### config.mk
export PLATFORM = sky130hd
export DESIGN_NAME = store_buffer
export DESIGN_NICKNAME = d
export VERILOG_FILES = /design/src/rtl/store_buffer_pkg.sv /design/src/rtl/sb_ptr_ctrl.sv /design/src/rtl/store_buffer.sv
export SDC_FILE = /design/constraint.sdc
export NUM_CORES = 1
export LEC_CHECK = 0
export ABC_AREA = 1
export CELL_PAD_IN_SITES_DETAIL_PLACEMENT = 1
export CELL_PAD_IN_SITES_GLOBAL_PLACEMENT = 2
export CORE_ASPECT_RATIO = 0.9
export CORE_MARGIN = 5
export CORE_UTILIZATION = 43
export DETAILED_ROUTE_END_ITERATION = 10
export DONT_BUFFER_PORTS = 1
export GPL_TIMING_DRIVEN = 0
export PLACE_DENSITY = 0.87
export REMOVE_ABC_BUFFERS = 1
export SLEW_MARGIN = 20
export SYNTH_ARGS = -nofsm -noshare
export SYNTH_HDL_FRONTEND = slang
export SYNTH_HIERARCHICAL = 1
export SYNTH_SLANG_ARGS = --single-unit
### constraint.sdc
create_clock -name clk_i -period 4.04 [get_ports clk_i]
set_clock_uncertainty 0.15 [all_clocks]
set_input_delay 0.808 -clock clk_i [delete_from_list [all_inputs] [get_ports clk_i]]
set_output_delay 0.808 -clock clk_i [all_outputs]
set_load 0.01 [all_outputs]
### src/rtl/store_buffer_pkg.sv
// Shared sizing constants and index helpers for the store buffer.
// Entry numbers are raw ring indices; age is always measured as an offset from head.
package store_buffer_pkg;

    localparam int SB_ENTRY   = 8;
    localparam int ADDR_WIDTH = 16;
    localparam int DATA_WIDTH = 16;

    localparam int SB_NUM_W = $clog2(SB_ENTRY);
    localparam int SB_CNT_W = SB_NUM_W + 1;

    typedef logic [SB_NUM_W-1:0] sb_num_t;
    typedef logic [SB_CNT_W-1:0] sb_cnt_t;

    localparam sb_cnt_t SB_FULL_CNT = sb_cnt_t'(SB_ENTRY);

    // Age of an entry relative to a base pointer; wraps naturally at SB_ENTRY.
    function automatic sb_num_t sb_offset(input sb_num_t idx, input sb_num_t base);
        return idx - base;
    endfunction

    function automatic sb_cnt_t sb_widen(input sb_num_t v);
        return {1'b0, v};
    endfunction

endpackage

### src/rtl/sb_ptr_ctrl.sv
// Head/commit/tail pointers and occupancy counters of the store buffer ring.
// Decides which of allocate, commit and drain fire each cycle and applies flush rollback.
module sb_ptr_ctrl
    import store_buffer_pkg::*;
(
    input  logic                clk_i,
    input  logic                reset_n_i,
    input  logic                alloc_v_i,
    input  logic                commit_v_i,
    input  logic                cmt_wb_i,
    input  logic                flush_i,
    input  logic                mem_ready_i,
    output logic [SB_NUM_W-1:0] head_o,
    output logic [SB_NUM_W-1:0] cmt_o,
    output logic [SB_NUM_W-1:0] tail_o,
    output logic [SB_CNT_W-1:0] alloc_cnt_o,
    output logic [SB_CNT_W-1:0] cmt_cnt_o,
    output logic [SB_CNT_W-1:0] keep_cnt_o,
    output logic                alloc_fire_o,
    output logic                drain_fire_o,
    output logic                full_o,
    output logic                empty_o,
    output logic                mem_v_o
);

    sb_num_t head_q, head_d;
    sb_num_t cmt_q, cmt_d;
    sb_num_t tail_q, tail_d;
    sb_cnt_t alloc_cnt_q, alloc_cnt_d;
    sb_cnt_t cmt_cnt_q, cmt_cnt_d;

    logic    full;
    logic    empty;
    logic    mem_v;
    logic    alloc_fire;
    logic    commit_fire;
    logic    drain_fire;
    sb_cnt_t keep_cnt;

    always_comb begin
        full        = (alloc_cnt_q == SB_FULL_CNT);
        empty       = (alloc_cnt_q == '0);
        mem_v       = (cmt_cnt_q != '0);

        // Full is judged on registered state only, so a same-cycle drain never frees a slot.
        alloc_fire  = alloc_v_i & ~full & ~flush_i;
        commit_fire = commit_v_i & cmt_wb_i & (cmt_cnt_q < alloc_cnt_q);
        drain_fire  = mem_v & mem_ready_i;

        keep_cnt    = cmt_cnt_q + sb_cnt_t'(commit_fire);

        head_d      = head_q + sb_num_t'(drain_fire);
        cmt_d       = cmt_q + sb_num_t'(commit_fire);
        cmt_cnt_d   = keep_cnt - sb_cnt_t'(drain_fire);

        if (flush_i) begin
            tail_d      = cmt_d;
            alloc_cnt_d = cmt_cnt_d;
        end else begin
            tail_d      = tail_q + sb_num_t'(alloc_fire);
            alloc_cnt_d = alloc_cnt_q + sb_cnt_t'(alloc_fire) - sb_cnt_t'(drain_fire);
        end
    end

    always_ff @(posedge clk_i) begin
        if (!reset_n_i) begin
            head_q      <= '0;
            cmt_q       <= '0;
            tail_q      <= '0;
            alloc_cnt_q <= '0;
            cmt_cnt_q   <= '0;
        end else begin
            head_q      <= head_d;
            cmt_q       <= cmt_d;
            tail_q      <= tail_d;
            alloc_cnt_q <= alloc_cnt_d;
            cmt_cnt_q   <= cmt_cnt_d;
        end
    end

    // The ROB may only retire a store that has been written back and not yet committed.
    assert property (@(posedge clk_i) disable iff (!reset_n_i)
        commit_v_i |-> (cmt_wb_i && (cmt_cnt_q < alloc_cnt_q)));

    assign head_o       = head_q;
    assign cmt_o        = cmt_q;
    assign tail_o       = tail_q;
    assign alloc_cnt_o  = alloc_cnt_q;
    assign cmt_cnt_o    = cmt_cnt_q;
    assign keep_cnt_o   = keep_cnt;
    assign alloc_fire_o = alloc_fire;
    assign drain_fire_o = drain_fire;
    assign full_o       = full;
    assign empty_o      = empty;
    assign mem_v_o      = mem_v;

endmodule

### src/rtl/store_buffer.sv
// Circular buffer of in-flight stores: allocate at dispatch, capture at writeback,
// commit in order, drain committed stores to memory (valid/ready), flush squashes the rest.
module store_buffer
    import store_buffer_pkg::*;
(
    input  logic                  clk_i,
    input  logic                  reset_n_i,
    input  logic                  alloc_v_i,
    output logic [SB_NUM_W-1:0]   alloc_sb_num_o,
    output logic                  full_o,
    input  logic                  wb_v_i,
    input  logic [SB_NUM_W-1:0]   wb_sb_num_i,
    input  logic [ADDR_WIDTH-1:0] wb_addr_i,
    input  logic [DATA_WIDTH-1:0] wb_data_i,
    input  logic                  commit_v_i,
    input  logic                  flush_i,
    output logic [SB_ENTRY-1:0]   sb_wb_vector_o,
    output logic [SB_NUM_W-1:0]   sb_commit_pt_o,
    output logic                  mem_v_o,
    output logic [ADDR_WIDTH-1:0] mem_addr_o,
    output logic [DATA_WIDTH-1:0] mem_data_o,
    input  logic                  mem_ready_i,
    output logic                  empty_o
);

    sb_num_t head;
    sb_num_t cmt;
    sb_num_t tail;
    sb_cnt_t alloc_cnt;
    sb_cnt_t cmt_cnt;
    sb_cnt_t keep_cnt;
    logic    alloc_fire;
    logic    drain_fire;

    logic [SB_ENTRY-1:0]   wb_q, wb_d;
    logic [ADDR_WIDTH-1:0] addr_q [SB_ENTRY];
    logic [ADDR_WIDTH-1:0] addr_d [SB_ENTRY];
    logic [DATA_WIDTH-1:0] data_q [SB_ENTRY];
    logic [DATA_WIDTH-1:0] data_d [SB_ENTRY];

    sb_num_t wb_off;
    logic    wb_accept;

    sb_ptr_ctrl u_ptr (
        .clk_i        (clk_i),
        .reset_n_i    (reset_n_i),
        .alloc_v_i    (alloc_v_i),
        .commit_v_i   (commit_v_i),
        .cmt_wb_i     (wb_q[cmt]),
        .flush_i      (flush_i),
        .mem_ready_i  (mem_ready_i),
        .head_o       (head),
        .cmt_o        (cmt),
        .tail_o       (tail),
        .alloc_cnt_o  (alloc_cnt),
        .cmt_cnt_o    (cmt_cnt),
        .keep_cnt_o   (keep_cnt),
        .alloc_fire_o (alloc_fire),
        .drain_fire_o (drain_fire),
        .full_o       (full_o),
        .empty_o      (empty_o),
        .mem_v_o      (mem_v_o)
    );

    // Only allocated, not-yet-committed entries accept writeback; committed data is final,
    // which also keeps the head store stable while memory stalls.
    always_comb begin
        wb_off    = sb_offset(wb_sb_num_i, head);
        wb_accept = wb_v_i & ~flush_i
                  & (sb_widen(wb_off) < alloc_cnt)
                  & (sb_widen(wb_off) >= cmt_cnt);
    end

    always_comb begin
        wb_d   = wb_q;
        addr_d = addr_q;
        data_d = data_q;

        if (flush_i) begin
            for (int i = 0; i < SB_ENTRY; i++) begin
                if (sb_widen(sb_offset(sb_num_t'(i), head)) >= keep_cnt) begin
                    wb_d[i] = 1'b0;
                end
            end
        end

        if (wb_accept) begin
            wb_d[wb_sb_num_i]   = 1'b1;
            addr_d[wb_sb_num_i] = wb_addr_i;
            data_d[wb_sb_num_i] = wb_data_i;
        end

        if (alloc_fire) begin
            wb_d[tail] = 1'b0;
        end

        if (drain_fire) begin
            wb_d[head] = 1'b0;
        end
    end

    always_ff @(posedge clk_i) begin
        if (!reset_n_i) begin
            wb_q <= '0;
        end else begin
            wb_q <= wb_d;
        end
    end

    // Payload storage carries no reset; validity lives entirely in wb_q and the counters.
    always_ff @(posedge clk_i) begin
        addr_q <= addr_d;
        data_q <= data_d;
    end

    assert property (@(posedge clk_i) disable iff (!reset_n_i)
        (wb_v_i && alloc_fire) |-> (wb_sb_num_i != tail));

    assign alloc_sb_num_o = tail;
    assign sb_commit_pt_o = head;
    assign sb_wb_vector_o = wb_q;
    assign mem_addr_o     = addr_q[head];
    assign mem_data_o     = data_q[head];

endmodule

After elaboration in Yosys (flattened, before gate mapping)
Cells that the tools add are included.
{"block": "word_totals", "reg_bits": 281, "input_bits": 42, "output_inout_bits": 49, "word_cells": 115}
{"block": "op_classes", "addsub": 16, "n_lt_le_gt_ge": 21, "eq_ne": 1, "mux": 32, "bitwise": 17, "n_reduce_logical": 6}
{"op": "128-bit bitwise mux", "count": 2}
{"op": "16-bit binary-select mux with 3-bit select", "count": 2}
{"op": "16-bit two-way mux", "count": 5}
{"op": "16-bit demux with 3-bit select", "count": 1}
{"op": "3-bit by 4-bit greater-or-equal comparator with 1-bit output", "count": 9}
{"op": "8-bit two-way mux", "count": 4}
{"op": "8-bit bitwise AND", "count": 2}
{"op": "3-bit by 4-bit < comparator with 1-bit output, second input constant", "count": 4}
{"op": "8-bit inverter", "count": 2}
{"op": "1-bit two-way mux", "count": 12}
{"op": "3-bit subtractor, first input constant", "count": 4}
{"op": "3-bit by 1-bit adder with 3-bit output", "count": 3}
{"op": "1-bit demux with 3-bit select", "count": 3}
{"op": "3-bit by 1-bit greater-or-equal comparator with 1-bit output, second input constant", "count": 3}
{"op": "4-bit by 1-bit adder with 4-bit output", "count": 2}
{"op": "1-bit bitwise AND", "count": 8}
{"op": "4-bit greater-or-equal comparator, second input constant", "count": 2}
{"op": "3-bit inverter with 4-bit output", "count": 2}
{"op": "8-bit bitwise OR", "count": 1}
{"op": "4-bit by 1-bit subtractor with 4-bit output", "count": 2}
{"op": "1-bit by 3-bit subtractor with 3-bit output, first input constant", "count": 2}
{"op": "2-bit by 3-bit subtractor with 3-bit output, first input constant", "count": 2}
{"op": "4-bit == test, second input constant", "count": 1}
{"op": "1-bit logical AND", "count": 4}
{"op": "10 further kinds", "count": 11}

Longest topological paths before layout
{"block": "depth", "word_depth": 14, "depth_mapped": 20, "ltp_nobuf": 20}

Hierarchy
Netlist, hierarchy kept.
{"module": "store_buffer", "instances": 1, "cells_per_inst": 968, "area_each_um2": 11287.1, "seq_area_each_um2": 7847.5}
{"module": "sb_ptr_ctrl", "instances": 1, "cells_per_inst": 136, "area_each_um2": 1046.0, "seq_area_each_um2": 340.3}

Worst setup path after synthesis
Ideal clock, no wire load.
{"block": "synth_timing", "kind": "input to register", "start": "input port wb_sb_num_i[0]", "end": "register addr_q[0] (netlist name) (enable)", "setup_ns": 0.387, "t_arrival_ns": 3.090, "t_required_ns": 3.503, "setup_slack_ns": 0.414, "path_stages": 12, "path_buffers": 0, "path_cell_list": "inv_1 -> ha_1 -> inv_1 -> fa_1 -> xor2_1 -> ha_1 -> inv_1 -> nor2_1 -> nand3_1 -> nand3_1 -> nand3_1 -> inv_1"}
{"block": "synth_between", "elab_chain_cells": 4, "word_cells_on_any_way": 5, "cone_classes": "1 x add/sub; 2 x order compare; 2 x bitwise"}
{"item": "from (decl)", "line_no": "store_buffer.sv:12", "source": "input logic [SB_NUM_W-1:0] wb_sb_num_i,"}
{"item": "3-bit subtractor *", "line_no": "store_buffer_pkg.sv:19", "source": "return idx - base;"}
{"item": "3-bit by 4-bit < comparator with 1-bit output", "line_no": "store_buffer.sv:70", "source": "& (sb_widen(wb_off) < alloc_cnt)"}
{"item": "1-bit bitwise AND", "line_no": "store_buffer.sv:70"}
{"item": "1-bit bitwise AND *", "line_no": "store_buffer.sv:71", "source": "& (sb_widen(wb_off) >= cmt_cnt);"}
{"item": "to (signal assigned)", "line_no": "store_buffer.sv:112", "source": "addr_q <= addr_d;"}
{"item": "to (decl)", "line_no": "store_buffer.sv:36", "source": "logic [ADDR_WIDTH-1:0] addr_q [SB_ENTRY];"}
Every way passes the cells marked *; elsewhere a longest branch is shown, timed or not.
A chain may end at the register's enable or synchronous reset.

Worst setup path in the final report
{"block": "layout_timing", "start": "register u_ptr.head_q[1] (netlist: u_ptr/head_o[1])", "end": "register addr_q[76] (netlist name) (enable)"}
{"block": "layout_between", "elab_chain_cells": 4, "word_cells_on_any_way": 5, "cone_classes": "1 x add/sub; 2 x order compare; 2 x bitwise"}
{"item": "from (decl)", "line_no": "sb_ptr_ctrl.sv:26", "source": "sb_num_t head_q, head_d;"}
{"item": "from (signal assigned)", "line_no": "sb_ptr_ctrl.sv:67", "source": "head_q <= '0;"}
{"item": "from (signal assigned)", "line_no": "sb_ptr_ctrl.sv:73", "source": "head_q <= head_d;"}
{"item": "3-bit subtractor *", "line_no": "store_buffer_pkg.sv:19"}
{"item": "3-bit by 4-bit < comparator with 1-bit output", "line_no": "store_buffer.sv:70"}
{"item": "1-bit bitwise AND", "line_no": "store_buffer.sv:70"}
{"item": "1-bit bitwise AND *", "line_no": "store_buffer.sv:71"}
Marks and branches as above.

==> impl_metrics.py <==
metrics = {
    "run_status": {
        "status": "finished clean",
    },
    "synthesis": {
        "synth.area.mux_share_pct": 0,
        "synthAdderAreaFrac_pct": 4.99,
        "synth_xor_area_share_pct": 0.568,
        "async_flop_share_pct": 0,
        "synth_top_family_by_area": "simple AND/OR/NAND/NOR gates",
        "ys_warn_count": 6,
        "synth_top_cells_by_count": "edfxtp_1 (256), nor2_1 (183), nand2_1 (169), o21ai_0 (87), inv_1 (74)",
        "synth_ff_type": "edfxtp_1",
        "synthDistinctLibCells": 33,
        "synth.most_common_cell": "edfxtp_1",
        "yosysSeqAreaShare_pct": 66.4,
        "syn_area_um2": 12300,
        "yosysTopAreaCellShare_pct": 62.3,
        "postSynthCellCount": 1104,
        "synth_edf_count": 256,
        "synth.area.top_cells": "edfxtp_1 (62%), nor2_1 (5.6%), nand2_1 (5.1%)",
        "synth-compound-area-share_pct": 9.33,
        "synth-simple-area-share_pct": 13.4,
        "avgSynthCellArea_um2": 11.2,
        "synth_seq_cells": 281,
        "synth_area_leader_cell": "edfxtp_1",
    },
    "worst_setup_path": {
        "reg2regPathDepth": 13,
        "slowest_stage": "dfxtp_4",
        "max_stage_delay_ps": 520,
        "cp-end-kind": "register",
        "worstPathRequired_ps": 4150,
        "crit_family": "buffers and inverters",
        "start_kind": "register",
        "crit_start": "u_ptr/head_o[1]$_SDFF_PN0_",
        "worst-path-max-fanout": 41,
        "cp.depth": 13,
        "cp_cell_sequence": "buf_12 -> inv_4 -> fa_1 -> xor2_1 -> ha_1 -> inv_1 -> nor2_1 -> nand2_1 -> nand2_1 -> nor2_2 -> nand3_1 -> inv_6 -> buf_12",
        "critPathArrivalTime_ps": 3910,
        "reg2reg_slack_ps": 230,
        "critPathKind": "reg2reg",
        "endpoint": "addr_q[76]$_DFFE_PP_",
        "reg2reg_from": "u_ptr/head_o[1]$_SDFF_PN0_",
        "crit_buf_inv": 5,
        "r2r_end": "addr_q[76]$_DFFE_PP_",
    },
    "timing": {
        "min_period_over_period_pct": 94.2,
        "holdWs_ps": 183,
        "min_period_ps": 3810,
        "finalSetupViolCount": 0,
        "rsz0062_at_grt": "false",
        "slew_headroom_pct": 33.3,
        "drv_slew": 0,
        "fmax_mhz": 263,
        "worst_slew_pin_slew_ps": 1000,
        "hold_viol": 0,
        "fin_ws_ps": 233,
    },
    "route": {
        "ant_nets": 0,
        "drt_first_pass_iters": 5,
        "met2WireLength_um": 15400,
        "drt-total-wl_um": 30800,
        "routed.top_layer": "met4",
        "detailroute.via_count": 8107,
        "vias_per_cell": 5.47,
        "drtIter0Drc": 528,
        "route.detailed.drc": 0,
        "wl_per_cell_um": 20.8,
        "dr_wl_met3_um": 1690,
        "wl_met1_um": 13100,
    },
    "die": {
        "initial_core_util_pct": 43.9,
        "core.rowCount": 58,
        "die_w_um": 189,
        "die_h_um": 171,
        "die_area_um2": 32200,
        "core-area_um2": 28100,
        "io-pin-count": 91,
    },
    "placement": {
        "io_buffers": 0,
        "dp_slack_ps": -38.0,
        "dp_hpwl_um": 18800,
        "place_congestion": 0.770,
        "dp_cells": 1424,
    },
    "grt": {
        "grt_pass1_wl_um": 47700,
        "grt-ovfl-total": 0,
        "antenna_found_initial": 0,
        "grt_pass1_vias": 8493,
        "grt_use_total_pct": 18.9,
        "grt_max_degree": 132,
    },
    "min_path": {
        "hold_path_class": "in2reg",
    },
    "clock_network": {
        "clock_path_buffers": 3,
        "htreeDepth": 1,
        "cts_root_buffer": "clkbuf_16",
        "cts_tree": "built",
        "clk_latency_ps": 560,
        "numCtsBuffers": 30,
        "clkTransAtPathRegs_ps": 60,
        "cts.sinks": 281,
    },
    "finish": {
        "nets": 1188,
        "antenna_cells": 0,
        "num-fill-cells": 2947,
        "drive_above_1_share_pct": 7.84,
        "syn_to_final_growth_pct": 12.2,
        "fin_cells": 1482,
    },
    "pwr": {
        "peakVddDrop_v": 0.000343,
        "power_leakage_uw": 0.00505,
        "p_total_uw": 7850,
        "powerDensity_nw_per_um2": 567,
    },
    "job": {
        "drv_cap": 0,
    },
}
==> report_power, final <==
part           leakage [uW]  switching [uW]  total [uW]  internal, uW
logic               0.00202            1070        1570           502
registers           0.00251            99.0        3390          3290
clock network      0.000516            1140        2890          1750
==> worst min-delay path by stage <==
| stage | startpoint | endpoint | slack, ps | depth (start not counted) |
|---|---|---|---|---|
| global placement | sb_wb_vector_o[5]$_SDFF_PN0_ | sb_wb_vector_o[5]$_SDFF_PN0_ | 380 | 2 |
| CTS | wb_addr_i[2] | addr_q[34]$_DFFE_PP_ | 160 | 0 |
| global route | wb_addr_i[2] | addr_q[114]$_DFFE_PP_ | 150 | 0 |
| floorplan | sb_wb_vector_o[6]$_SDFF_PN0_ | sb_wb_vector_o[6]$_SDFF_PN0_ | 340 | 2 |
| detailed placement | sb_wb_vector_o[5]$_SDFF_PN0_ | sb_wb_vector_o[5]$_SDFF_PN0_ | 380 | 2 |
| finish | wb_addr_i[2] | addr_q[18]$_DFFE_PP_ | 180 | 0 |
==> state kept, by name, indices dropped and copies added, names as in the netlist <==
signal             cells
u_ptr/tail_o           3
u_ptr/cmt_o            3
addr_q               128
u_ptr/cmt_cnt_o        4
u_ptr/head_o           3
sb_wb_vector_o         8
data_q               128
u_ptr/alloc_cnt_o      4
==> final cells by class <==
class | count | area [um^2] | share of cell area [%]
tap | 360 | 450 | 3.25
timing repair buffer | 16 | 327 | 2.36
inverter | 79 | 322 | 2.32
sequential | 281 | 8200 | 59.2
clock buffer | 32 | 758 | 5.48
clock inverter | 24 | 298 | 2.15
multi-input combinational | 690 | 3490 | 25.2
==> metrics by stage <==
stage	utilization [%]	TNS, ps	instance area [um^2]
finish	49.3	0	13800
global route	49.3	0	13800
CTS	49.1	0	13800
detailed placement	45.3	-643	12700
global placement	44.3	-1622700	12400
floorplan	-	-398070	12000
==> what timing repair did <==
item	in CTS	in global routing
buffers inserted	0	2
resized for setup	1	11
setup endpoints to repair	18	183
hold buffers	0	0
==> routing by layer <==
layer / global-route usage (%) / up-vias
met1: 23.6 / 4084
li1: - / 3821
met4: 4.28 / 0
met3: 4.14 / 44
met5: 0 / -
met2: 33.9 / 158
==> cells by family after synthesis <==
family                     Yosys count
xor gates and xnor gates             8
adders and majority gates           48
AOI/OAI and AO/OA                  221
DFF                                281
and+or+nand+nor                    413
buffers and inverters              133
==> worst reg2reg max path, delay by kind of cell, from the launching register on <==
family	cells	cell delay (ps)
buffers and inverters	5	1100
and+or+nand+nor	5	660
DFF	1	520
xor gates and xnor gates	1	290
adders and majority gates	2	760
==> cell usage in the layout, fill, tap and decap left out, types with 2 or more instances in the layout <==
| cell | n |
|---|---|
| a21oi_1 | 47 |
| clkinv_1 | 5 |
| inv_1 | 64 |
| ha_1 | 46 |
| clkinv_2 | 9 |
| a31oi_1 | 32 |
| nand2_1 | 169 |
| nor3_1 | 8 |
| buf_12 | 13 |
| dfxtp_1 | 22 |
| edfxtp_1 | 256 |
| xor2_1 | 3 |
| inv_4 | 6 |
| o21ai_1 | 53 |
| buf_16 | 2 |
| nor2_1 | 183 |
| nand3_1 | 36 |
| inv_2 | 7 |
| dfxtp_4 | 2 |
| nand4_1 | 10 |
| clkinvlp_4 | 2 |
| o21ai_0 | 87 |
| clkbuf_1 | 2 |
| xnor2_1 | 5 |
| bufinv_16 | 6 |
| clkbuf_16 | 30 |
| inv_6 | 3 |
| nor2_2 | 2 |
| fa_1 | 2 |
| nand2_2 | 2 |
Power figures use the tool's default switching activity.
